**config.mk**
```make
export PLATFORM = sky130hd
export DESIGN_NAME = iq_frame_controller_flat
export DESIGN_NICKNAME = d
export VERILOG_FILES = /design/src/rtl/iq_frame_controller_pkg.sv /design/src/rtl/iq_frame_controller_if.sv /design/src/rtl/iq_frame_controller_rr_arbiter.sv /design/src/rtl/iq_frame_controller.sv /design/src/flat_wrapper.sv
export SDC_FILE = /design/constraint.sdc
export NUM_CORES = 1
export LEC_CHECK = 0
export CORE_MARGIN = 5
export CORE_UTILIZATION = 43
export DETAILED_ROUTE_END_ITERATION = 10
export GPL_ROUTABILITY_DRIVEN = 0
export PLACE_DENSITY = 0.76
export SLEW_MARGIN = 0
export SYNTH_ARGS = -nofsm -noshare
export SYNTH_HDL_FRONTEND = slang
export SYNTH_SLANG_ARGS = --single-unit
```
**constraint.sdc**
```tcl
create_clock -name clk -period 3.2 [get_ports clk]
set_input_delay 0.64 -clock clk [delete_from_list [all_inputs] [get_ports clk]]
set_output_delay 0.64 -clock clk [all_outputs]
set_load 0.01 [all_outputs]
```
**src/rtl/iq_frame_controller_pkg.sv**
```systemverilog
// Shared system parameters for the IQ compression datapath.
// Provides the scaling-factor width (reused as the control-word width), the default
// compression frame length, the default requester count and the frame sequencer state type.
package iq_frame_controller_pkg;

  localparam int SCALING_FACTOR_BITWIDTH = 8;
  localparam int FRAME_LEN_DEFAULT       = 16;
  localparam int NUM_CTRL_REQ            = 4;

  typedef enum logic [1:0] {
    IDLE  = 2'd0,
    RUN   = 2'd1,
    DRAIN = 2'd2
  } frame_state_t;

endpackage

```
**src/rtl/iq_frame_controller_if.sv**
```systemverilog
// Handshake/bus bundle for iq_frame_controller.
// master: sample source and control-word requesters (drive enable, inValid, ctrlReq, ctrlWord).
// slave:  the frame controller (drives ctrlAck, frameStart, sampleIdx, controlData,
//         controlValid, frameCount, busy).
interface iq_frame_controller_if #(
  parameter int FRAME_LEN  = 16,
  parameter int NUM_REQ    = 4,
  parameter int CTRL_WIDTH = 8
);

  logic                            enable;
  logic                            inValid;
  logic [NUM_REQ-1:0]              ctrlReq;
  logic [NUM_REQ*CTRL_WIDTH-1:0]   ctrlWord;
  logic [NUM_REQ-1:0]              ctrlAck;
  logic                            frameStart;
  logic [$clog2(FRAME_LEN)-1:0]    sampleIdx;
  logic [CTRL_WIDTH-1:0]           controlData;
  logic                            controlValid;
  logic [15:0]                     frameCount;
  logic                            busy;

  modport master (
    output enable, inValid, ctrlReq, ctrlWord,
    input  ctrlAck, frameStart, sampleIdx, controlData, controlValid, frameCount, busy
  );

  modport slave (
    input  enable, inValid, ctrlReq, ctrlWord,
    output ctrlAck, frameStart, sampleIdx, controlData, controlValid, frameCount, busy
  );

endinterface

```
**src/rtl/iq_frame_controller_rr_arbiter.sv**
```systemverilog
// Combinational round-robin arbiter.
// req    : per-requester request bits
// ptr    : requester index with highest priority this evaluation
// grant  : one-hot grant (all zero when no request)
// winner : index of the granted requester (0 when no request)
module rr_arbiter #(
  parameter int NUM_REQ = 4,
  parameter int PTR_W   = 2
) (
  input  logic [NUM_REQ-1:0] req,
  input  logic [PTR_W-1:0]   ptr,
  output logic [NUM_REQ-1:0] grant,
  output logic [PTR_W-1:0]   winner
);

  always_comb begin
    int         pos;
    logic       found;
    logic [PTR_W-1:0] sel;
    grant  = '0;
    winner = '0;
    found  = 1'b0;
    pos    = 0;
    sel    = '0;
    // Scan from ptr upward, wrapping modulo NUM_REQ; first set bit wins.
    for (int i = 0; i < NUM_REQ; i++) begin
      pos = int'(ptr) + i;
      if (pos >= NUM_REQ) pos = pos - NUM_REQ;
      sel = PTR_W'(pos);
      if (!found && req[sel]) begin
        found      = 1'b1;
        grant[sel] = 1'b1;
        winner     = sel;
      end
    end
  end

endmodule

```
**src/rtl/iq_frame_controller.sv**
```systemverilog
// Frame sequencer and control-word arbiter for the IQ compression datapath.
// Counts accepted samples into FRAME_LEN-sample frames, pulses frameStart on each index-0
// sample, and once per frame grants one control-word requester round-robin, holding its word
// on controlData for the whole frame. All outputs registered, one cycle after the sample.
// clk : system clock
// rst : asynchronous active-low reset
// bus : slave side of iq_frame_controller_if (framing inputs, requests, registered outputs)
module iq_frame_controller
  import iq_frame_controller_pkg::*;
#(
  parameter int FRAME_LEN  = FRAME_LEN_DEFAULT,
  parameter int NUM_REQ    = NUM_CTRL_REQ,
  parameter int CTRL_WIDTH = SCALING_FACTOR_BITWIDTH
) (
  input logic                  clk,
  input logic                  rst,
  iq_frame_controller_if.slave bus
);

  localparam int IDX_W = $clog2(FRAME_LEN);
  localparam int PTR_W = (NUM_REQ > 1) ? $clog2(NUM_REQ) : 1;
  localparam logic [IDX_W-1:0] LAST_IDX = IDX_W'(FRAME_LEN - 1);
  localparam logic [IDX_W-1:0] IDX_ONE  = IDX_W'(1);
  localparam logic [PTR_W-1:0] PTR_ONE  = PTR_W'(1);
  localparam logic [PTR_W-1:0] PTR_LAST = PTR_W'(NUM_REQ - 1);

  frame_state_t          state_q;
  logic [IDX_W-1:0]      idx_q;
  logic                  frame_start_q;
  logic [NUM_REQ-1:0]    ack_q;
  logic [CTRL_WIDTH-1:0] cdata_q;
  logic                  cvalid_q;
  logic [15:0]           fcount_q;
  logic                  busy_q;
  logic [PTR_W-1:0]      rr_ptr_q;

  logic [NUM_REQ-1:0]    grant;
  logic [PTR_W-1:0]      winner;
  logic [CTRL_WIDTH-1:0] win_word;
  logic [PTR_W-1:0]      next_ptr;
  logic [IDX_W-1:0]      idx_inc;
  logic                  start_frame;

  rr_arbiter #(
    .NUM_REQ (NUM_REQ),
    .PTR_W   (PTR_W)
  ) u_arb (
    .req    (bus.ctrlReq),
    .ptr    (rr_ptr_q),
    .grant  (grant),
    .winner (winner)
  );

  always_comb begin
    win_word = '0;
    for (int i = 0; i < NUM_REQ; i++) begin
      if (grant[i]) win_word = bus.ctrlWord[i*CTRL_WIDTH +: CTRL_WIDTH];
    end
    next_ptr = (winner == PTR_LAST) ? '0 : winner + PTR_ONE;
    idx_inc  = idx_q + IDX_ONE;
    // A new frame starts on the first sample out of IDLE, or on a wrapping sample in RUN
    // while enable is still high.
    start_frame = bus.inValid && bus.enable &&
                  ((state_q == IDLE) || ((state_q == RUN) && (idx_q == LAST_IDX)));
  end

  always_ff @(posedge clk or negedge rst) begin
    if (!rst) begin
      state_q       <= IDLE;
      idx_q         <= '0;
      frame_start_q <= 1'b0;
      ack_q         <= '0;
      cdata_q       <= '0;
      cvalid_q      <= 1'b0;
      fcount_q      <= '0;
      busy_q        <= 1'b0;
      rr_ptr_q      <= '0;
    end else begin
      frame_start_q <= 1'b0;
      ack_q         <= '0;
      if (start_frame) begin
        state_q       <= RUN;
        busy_q        <= 1'b1;
        idx_q         <= '0;
        frame_start_q <= 1'b1;
        fcount_q      <= fcount_q + 16'd1;
        ack_q         <= grant;
        if (|bus.ctrlReq) begin
          cdata_q  <= win_word;
          cvalid_q <= 1'b1;
          rr_ptr_q <= next_ptr;
        end else begin
          cdata_q  <= '0;
          cvalid_q <= 1'b0;
        end
      end else if (bus.inValid) begin
        case (state_q)
          RUN: begin
            if (idx_q == LAST_IDX) begin
              // Wrapping sample with enable low: abandon it, no new frame.
              state_q  <= IDLE;
              busy_q   <= 1'b0;
              cdata_q  <= '0;
              cvalid_q <= 1'b0;
            end else begin
              idx_q <= idx_inc;
              if (!bus.enable) begin
                if (idx_inc == LAST_IDX) begin
                  // Stop request landed on the final sample: frame already complete.
                  state_q  <= IDLE;
                  busy_q   <= 1'b0;
                  cdata_q  <= '0;
                  cvalid_q <= 1'b0;
                end else begin
                  state_q <= DRAIN;
                end
              end
            end
          end
          DRAIN: begin
            idx_q <= idx_inc;
            if (idx_inc == LAST_IDX) begin
              state_q  <= IDLE;
              busy_q   <= 1'b0;
              cdata_q  <= '0;
              cvalid_q <= 1'b0;
            end
          end
          default: ;
        endcase
      end
    end
  end

  assign bus.frameStart   = frame_start_q;
  assign bus.ctrlAck      = ack_q;
  assign bus.sampleIdx    = idx_q;
  assign bus.controlData  = cdata_q;
  assign bus.controlValid = cvalid_q;
  assign bus.frameCount   = fcount_q;
  assign bus.busy         = busy_q;

endmodule

```
**src/flat_wrapper.sv**
```systemverilog
// flat-port wrapper written by rule: the top's interface ports become plain ports
module iq_frame_controller_flat import iq_frame_controller_pkg::*;
#(
  parameter int FRAME_LEN  = FRAME_LEN_DEFAULT,
  parameter int NUM_REQ    = NUM_CTRL_REQ,
  parameter int CTRL_WIDTH = SCALING_FACTOR_BITWIDTH
)
  (clk, rst, bus_enable, bus_inValid, bus_ctrlReq, bus_ctrlWord, bus_ctrlAck, bus_frameStart, bus_sampleIdx, bus_controlData, bus_controlValid, bus_frameCount, bus_busy);
  iq_frame_controller_if #(.FRAME_LEN(FRAME_LEN), .NUM_REQ(NUM_REQ), .CTRL_WIDTH(CTRL_WIDTH)) bus_i ();
  input logic clk;
  input logic rst;
  input wire logic [$bits(bus_i.enable)-1:0] bus_enable;
  input wire logic [$bits(bus_i.inValid)-1:0] bus_inValid;
  input wire logic [$bits(bus_i.ctrlReq)-1:0] bus_ctrlReq;
  input wire logic [$bits(bus_i.ctrlWord)-1:0] bus_ctrlWord;
  output wire logic [$bits(bus_i.ctrlAck)-1:0] bus_ctrlAck;
  output wire logic [$bits(bus_i.frameStart)-1:0] bus_frameStart;
  output wire logic [$bits(bus_i.sampleIdx)-1:0] bus_sampleIdx;
  output wire logic [$bits(bus_i.controlData)-1:0] bus_controlData;
  output wire logic [$bits(bus_i.controlValid)-1:0] bus_controlValid;
  output wire logic [$bits(bus_i.frameCount)-1:0] bus_frameCount;
  output wire logic [$bits(bus_i.busy)-1:0] bus_busy;
  assign bus_i.enable = bus_enable;
  assign bus_i.inValid = bus_inValid;
  assign bus_i.ctrlReq = bus_ctrlReq;
  assign bus_i.ctrlWord = bus_ctrlWord;
  assign bus_ctrlAck = bus_i.ctrlAck;
  assign bus_frameStart = bus_i.frameStart;
  assign bus_sampleIdx = bus_i.sampleIdx;
  assign bus_controlData = bus_i.controlData;
  assign bus_controlValid = bus_i.controlValid;
  assign bus_frameCount = bus_i.frameCount;
  assign bus_busy = bus_i.busy;
  iq_frame_controller #(.FRAME_LEN(FRAME_LEN), .NUM_REQ(NUM_REQ), .CTRL_WIDTH(CTRL_WIDTH)) u_core (.clk(clk), .rst(rst), .bus(bus_i));
endmodule
```
# Yosys cells after proc, flatten, opt, wreduce, memory -nomap -nowiden
# Cells that the tools add are included.
# W data, S select, Z words.
dict set report word_totals {
  register_bits 39
  latchBits 0
  ramBits 0
  mem_bits_ro 0
  in_bits 40
  output_inout_bits 35
  elab_cells 133
  mem_count 0
}
dict set report classes {
  n_addsub 10
  mul 0
  n_div 0
  n_lt_le_gt_ge 12
  eq_ne 8
  n_shift 0
  mux 69
  bitwise_logic 3
  reduce_logical 22
}
# operator count
set ops {}
lappend ops {{$mux W8} 10}
lappend ops {{$mux W4} 8}
lappend ops {{$mux W2} 15}
lappend ops {{$mux W1} 23}
lappend ops {{$add A16 B1 Y16 const B} 1}
lappend ops {{$pmux W8 S2} 1}
lappend ops {{$lt A2 B3 Y1 const B} 4}
lappend ops {{$or A4 B4 Y4} 3}
lappend ops {{$logic_and A1 B1 Y1} 10}
lappend ops {{$ge A3 B3 Y1 const B} 3}
lappend ops {{$bmux W1 S2} 4}
lappend ops {{$demux W1 S2} 4}
lappend ops {{$eq A4 B4 Y1 const B} 2}
lappend ops {{$ge A2 B1 Y1 const B} 4}
lappend ops {{$pmux W4 S2} 1}
lappend ops {{$sub A2 B1 Y2 const B} 4}
lappend ops {{$add A2 B2 Y3 const B} 2}
lappend ops {{$reduce_and A3 Y1} 2}
lappend ops {{$add A4 B1 Y4 const B} 1}
lappend ops {{$eq A2 B2 Y1 const B} 2}
lappend ops {{$ne A4 B3 Y1 const B} 1}
lappend ops {{$pmux W1 S2} 2}
lappend ops {{$pmux W2 S2} 1}
lappend ops {{$reduce_and A4 Y1} 1}
lappend ops {{other kinds (13)} 15}

# Depth between registers and ports, before layout
# Gate-level depths: netlist of the first run.
dict set report depth {
  ltp_word 20
  ltp_mapped 13
  mapped_depth_nobuf 9
}

# By module
# From an unflattened synthesis of the first run, not the netlist that was laid out.
dict set report hier_totals {
  cells_unflattened 238
  area_unflattened_um2 2357.3
}
# module instances cells_per_inst area_per_inst_um2
set by_module_without_submodules {}
lappend by_module_without_submodules {iq_frame_controller 1 192 1938.1}
lappend by_module_without_submodules {rr_arbiter 1 46 419.2}

# Worst setup path before layout of the first run
# Ideal clock, no wire load.
dict set report synth_path {
  path_kind {reg-to-reg}
  start {register with a tool-made name}
  end {register u_core.cdata_q[0] (netlist: u_core.bus.controlData[0])}
  arrival_time_ns 2.929
  required_time_ns 3.134
  setup_slack_ns 0.205
  stages_incl_launch_ff 14
  period_less_slack_ns 2.995
  path_cell_list {dfrtp_1 > clkbuf_2 > buf_2 > inv_1 > ha_1 > buf_6 > mux4_2 > nand3b_4 > a22o_1 > buf_6 > and2_4 > buf_6 > a311oi_1 > a221o_1}
}
# element line
set synth_lines {}
lappend synth_lines {{to (signal assigned)} iq_frame_controller.sv:89} ;# cdata_q <= win_word;
lappend synth_lines {{to (decl)} iq_frame_controller.sv:31} ;# logic [CTRL_WIDTH-1:0] cdata_q;

# Worst setup path in the final report of the first run
dict set report layout_path {
  start {input bus_ctrlReq[3]}
  end {register u_core.cdata_q[1] (netlist: u_core.bus.controlData[1])}
}
dict set report layout_via {
  elab_chain_len 18
  elab_cells_between_ends 31
  classes_between {21 x mux; 3 x bitwise; 7 x reduce/logical}
}
# element line
set layout_lines {}
lappend layout_lines {{from (decl)} flat_wrapper.sv:14} ;# input wire logic [$bits(bus_i.ctrlReq)-1:0] bus_ctrlReq;
lappend layout_lines {{$bmux W1 S2} iq_frame_controller_rr_arbiter.sv:30} ;# if (!found && req[sel]) begin
lappend layout_lines {{$mux W1 (implied by the code)} iq_frame_controller_rr_arbiter.sv:30}
lappend layout_lines {{$mux W1} iq_frame_controller_rr_arbiter.sv:30}
lappend layout_lines {{$logic_not A1 Y1} iq_frame_controller_rr_arbiter.sv:30}
lappend layout_lines {{$logic_and A1 B1 Y1} iq_frame_controller_rr_arbiter.sv:30}
lappend layout_lines {{$mux W1} iq_frame_controller_rr_arbiter.sv:30}
lappend layout_lines {{$logic_not A1 Y1} iq_frame_controller_rr_arbiter.sv:30}
lappend layout_lines {{$logic_and A1 B1 Y1} iq_frame_controller_rr_arbiter.sv:30}
lappend layout_lines {{$mux W1} iq_frame_controller_rr_arbiter.sv:30}
lappend layout_lines {{$logic_not A1 Y1} iq_frame_controller_rr_arbiter.sv:30}
lappend layout_lines {{$logic_and A1 B1 Y1} iq_frame_controller_rr_arbiter.sv:30}
lappend layout_lines {{$mux W4} iq_frame_controller_rr_arbiter.sv:30}
lappend layout_lines {{$mux W8 (4 in a row)} iq_frame_controller.sv:57} ;# if (grant[i]) win_word = bus.ctrlWord[i*CTRL_WIDTH +: CTRL_WIDTH];
lappend layout_lines {{$mux W8 (*)} iq_frame_controller.sv:88} ;# if (|bus.ctrlReq) begin
lappend layout_lines {{$mux W8 (*)} iq_frame_controller.sv:81} ;# if (start_frame) begin
# Mark *: on every way between the ends. The rest lies on a longest branch, timed or not. The select of a mux whose other input is x is not followed.
# A chain may end at the register's enable or synchronous reset.

==> results of run 1 <==
[cell families after synthesis]
| kind of cell | Yosys count | share of synthesized area, % |
|---|---|---|
| flops | 39 | 39.4 |
| simple gates | 76 | 17.0 |
| mux | 6 | 3.94 |
| compound gates | 79 | 22.7 |
| xor+xnor | 20 | 7.07 |
| fa+ha+maj | 13 | 6.57 |
| buf+inv | 15 | 3.28 |
[metrics by stage]
stage               std cells  util, %
floorplan                 248        -
global placement          395     59.8
detailed placement        395     59.8
CTS                       403     61.6
global route              403     61.6
finish                    403     61.6
[layer usage]
layer | part of all wire (%) | global-route usage [%]
met4 | 1.6 | 5.47
met3 | 7.5 | 4.32
met5 | 0 | 0
met1 | 43 | 23.7
met2 | 48 | 28.9
[state kept, by name, indices dropped and copies added (netlist names), named ones only]
name,flops
u_core.bus.controlData,8
u_core.bus.frameStart,1
u_core.bus.ctrlAck,4
u_core.rr_ptr_q,1
u_core.state_q,2
u_core.bus.frameCount,16
u_core.bus.busy,1
u_core.bus.controlValid,1
u_core.bus.sampleIdx,4
[how the worst max path moves through the flow]
stage	from	to	cells after the start
6_report	bus_ctrlReq[3]	u_core.bus.controlData[1]	7
5_1_grt	bus_ctrlReq[2]	u_core.bus.controlData[1]	7
2_1_floorplan	flip-flop	u_core.bus.controlData[0]	13
3_3_place_gp	bus_ctrlReq[3]	u_core.bus.controlData[1]	7
3_5_place_dp	bus_ctrlReq[3]	u_core.bus.controlData[6]	7
4_1_cts	bus_ctrlReq[3]	u_core.bus.controlData[1]	7
[power groups by stage]
stage	Combinational (mW)	Sequential, mW	Clock [mW]
2_1_floorplan	1.01	0.806	0
3_3_place_gp	1.49	0.757	0
3_5_place_dp	1.54	0.767	0
4_1_cts	1.54	0.758	0.368
5_1_grt	1.70	0.780	0.389
6_report	1.55	0.757	0.363
[layout by cell type, fill, tap and decap left out, types with 8 or more instances in the layout]
cell type / netlist / routed
o21ai_0: 13 / 13
clkdlybuf4s50_1: 0 / 73
o2111ai_1: 8 / 8
nor2_1: 17 / 17
a21oi_1: 17 / 17
xor2_1: 8 / 8
xnor2_1: 12 / 12
dfrtp_1: 39 / 39
buf_4: 0 / 8
nand2_1: 16 / 16
ha_1: 13 / 13
[area by class of cell]
| type | instances | area (µm²) |
|---|---|---|
| Clock buffer | 8 | 100 |
| Fill cell | 483 | 2130 |
| Inverter | 8 | 30.0 |
| Multi-Input combinational cell | 194 | 1420 |
| Sequential cell | 39 | 976 |
| Tap cell | 72 | 90.1 |
| Timing Repair Buffer | 82 | 796 |
[worst max-delay path, delay by kind of cell]
kind | cells | cell delay, ps
compound gates | 4 | 1210
mux | 1 | 600
simple gates | 1 | 210
buf+inv | 1 | 540
==> metrics.cfg, run 1 <==
[run_status]
outcome = complete, no violations

[synthesis]
yosysMostFrequentCell = dfrtp_1
synth_flop_cell = dfrtp_1
ys_seq_area_share_pct = 39.4
synth.distinct_cells = 51
syn_nets = 301
syn_area_um2 = 2480
synth-seq-cells = 39
synth_area_leaders = dfrtp_1, ha_1, xnor2_1
synth_top_area_share_pct = 39.4
syn-instance-count = 248
postSynth.asyncResetShare_pct = 100
yosysWarnings = 0
syn_area_per_cell_um2 = 9.98
synth_area_leader_cell = dfrtp_1
synthTopCellsByCount = dfrtp_1, a21oi_1, nor2_1, nand2_1
synth_edf_count = 0

[critical_path]
r2r_cells = 8
critPathMaxFanout = 10
critPathArrivalTime_ps = 3190
slowest_delay_ps = 600
cp-end-kind = flip-flop
path_cells = clkdlybuf4s50_1, mux4_2, nand3b_1, a21oi_2, o2111ai_1, a311oi_1, a221o_1
path_class = in2reg
startpoint_type = primary input
worst_path_max_delay_cell = mux4_2
rr_endpoint = u_core.bus.controlData[1]
rrSetupSlack_ps = 320
cp.required_ps = 3430

[clock_network]
cts_sinks = 39
clk_pin_slew_worst_paths_ps = 80
postCtsSetupBuffers = 0
cts-root-buf = clkbuf_8
clk_latency_ps = 290
cts_tree = yes
cts_resized = 0
cts_hold_buf = 0
cts_buffer_depth = 2
h-tree-depth = 2
numCtsBuffers = 5

[placement]
port_buffers = 74
dpl_cell_area_um2 = 3310
dp_hpwl_mm = 5.03
place_ws_ps = 62.7

[min_path]
hp-class = in2async

[timing]
period_minus_slack_ps = 2960
slew_violations = 0
finalCritPeriodShare_pct = 92.6
tightest_slew_ps = 868
hold_viol = 0
finClkSkew_ps = 4.78
fin_ws_ps = 236
setup_viol = 0
rsz0062_at_grt = false
tns_ps = 0
hold_ws_ps = 465
timing.fmax_mhz = 337
timing.slew.headroom_pct = 42.1

[global_routing]
grt_pass1_wl_mm = 10.6
grtUsageTotal_pct = 17.9
antenna_found_initial = 0
grt-ovfl-total = 0
grt_pass1_vias = 2225
grt_max_degree = 40

[detailed_routing]
drt_iter0_drc = 79
dr_total_vias = 2282
drc = 0
drt-pass1-iter-count = 4
routedWlPerCell_um = 16.1
ant_nets = 0
via_per_inst = 5.66
routed_wl_mm = 6.48

[cells_and_area]
diodes = 0
syn_to_final_growth_pct = 37.7
layout-drive-gt1-share_pct = 7.55
design_area_um2 = 3410
layout.nets = 383

[pwr]
leakage_nw = 1.44
peakVddDrop_uv = 451
intPower_mw = 1.57
p_per_area_nw_per_um2 = 782
comb_power_share_pct = 58.0
power_switching_mw = 1.10
pwr-share-seq_pct = 28.4
finalPower_mw = 2.67
pwr-share-clk_pct = 13.6
switching_share_pct = 41.1

[die]
rows = 27
io_pins = 75
chipHeight_um = 85.9
fp.dieW_um = 85.9
die_area_um2 = 7380
core_um2 = 5540
start_util_pct = 44.7

[job]
maxCapViolations = 0

Note: power is estimated with default switching activity, not from simulation.
==> run 2, diff against run 1 <==
- SKIP_CTS_REPAIR_TIMING: unset -> 1
- SKIP_LAST_GASP: unset -> 1
==> results of run 2 <==
The final DEF is identical to that of run 1; final timing and power are the same.
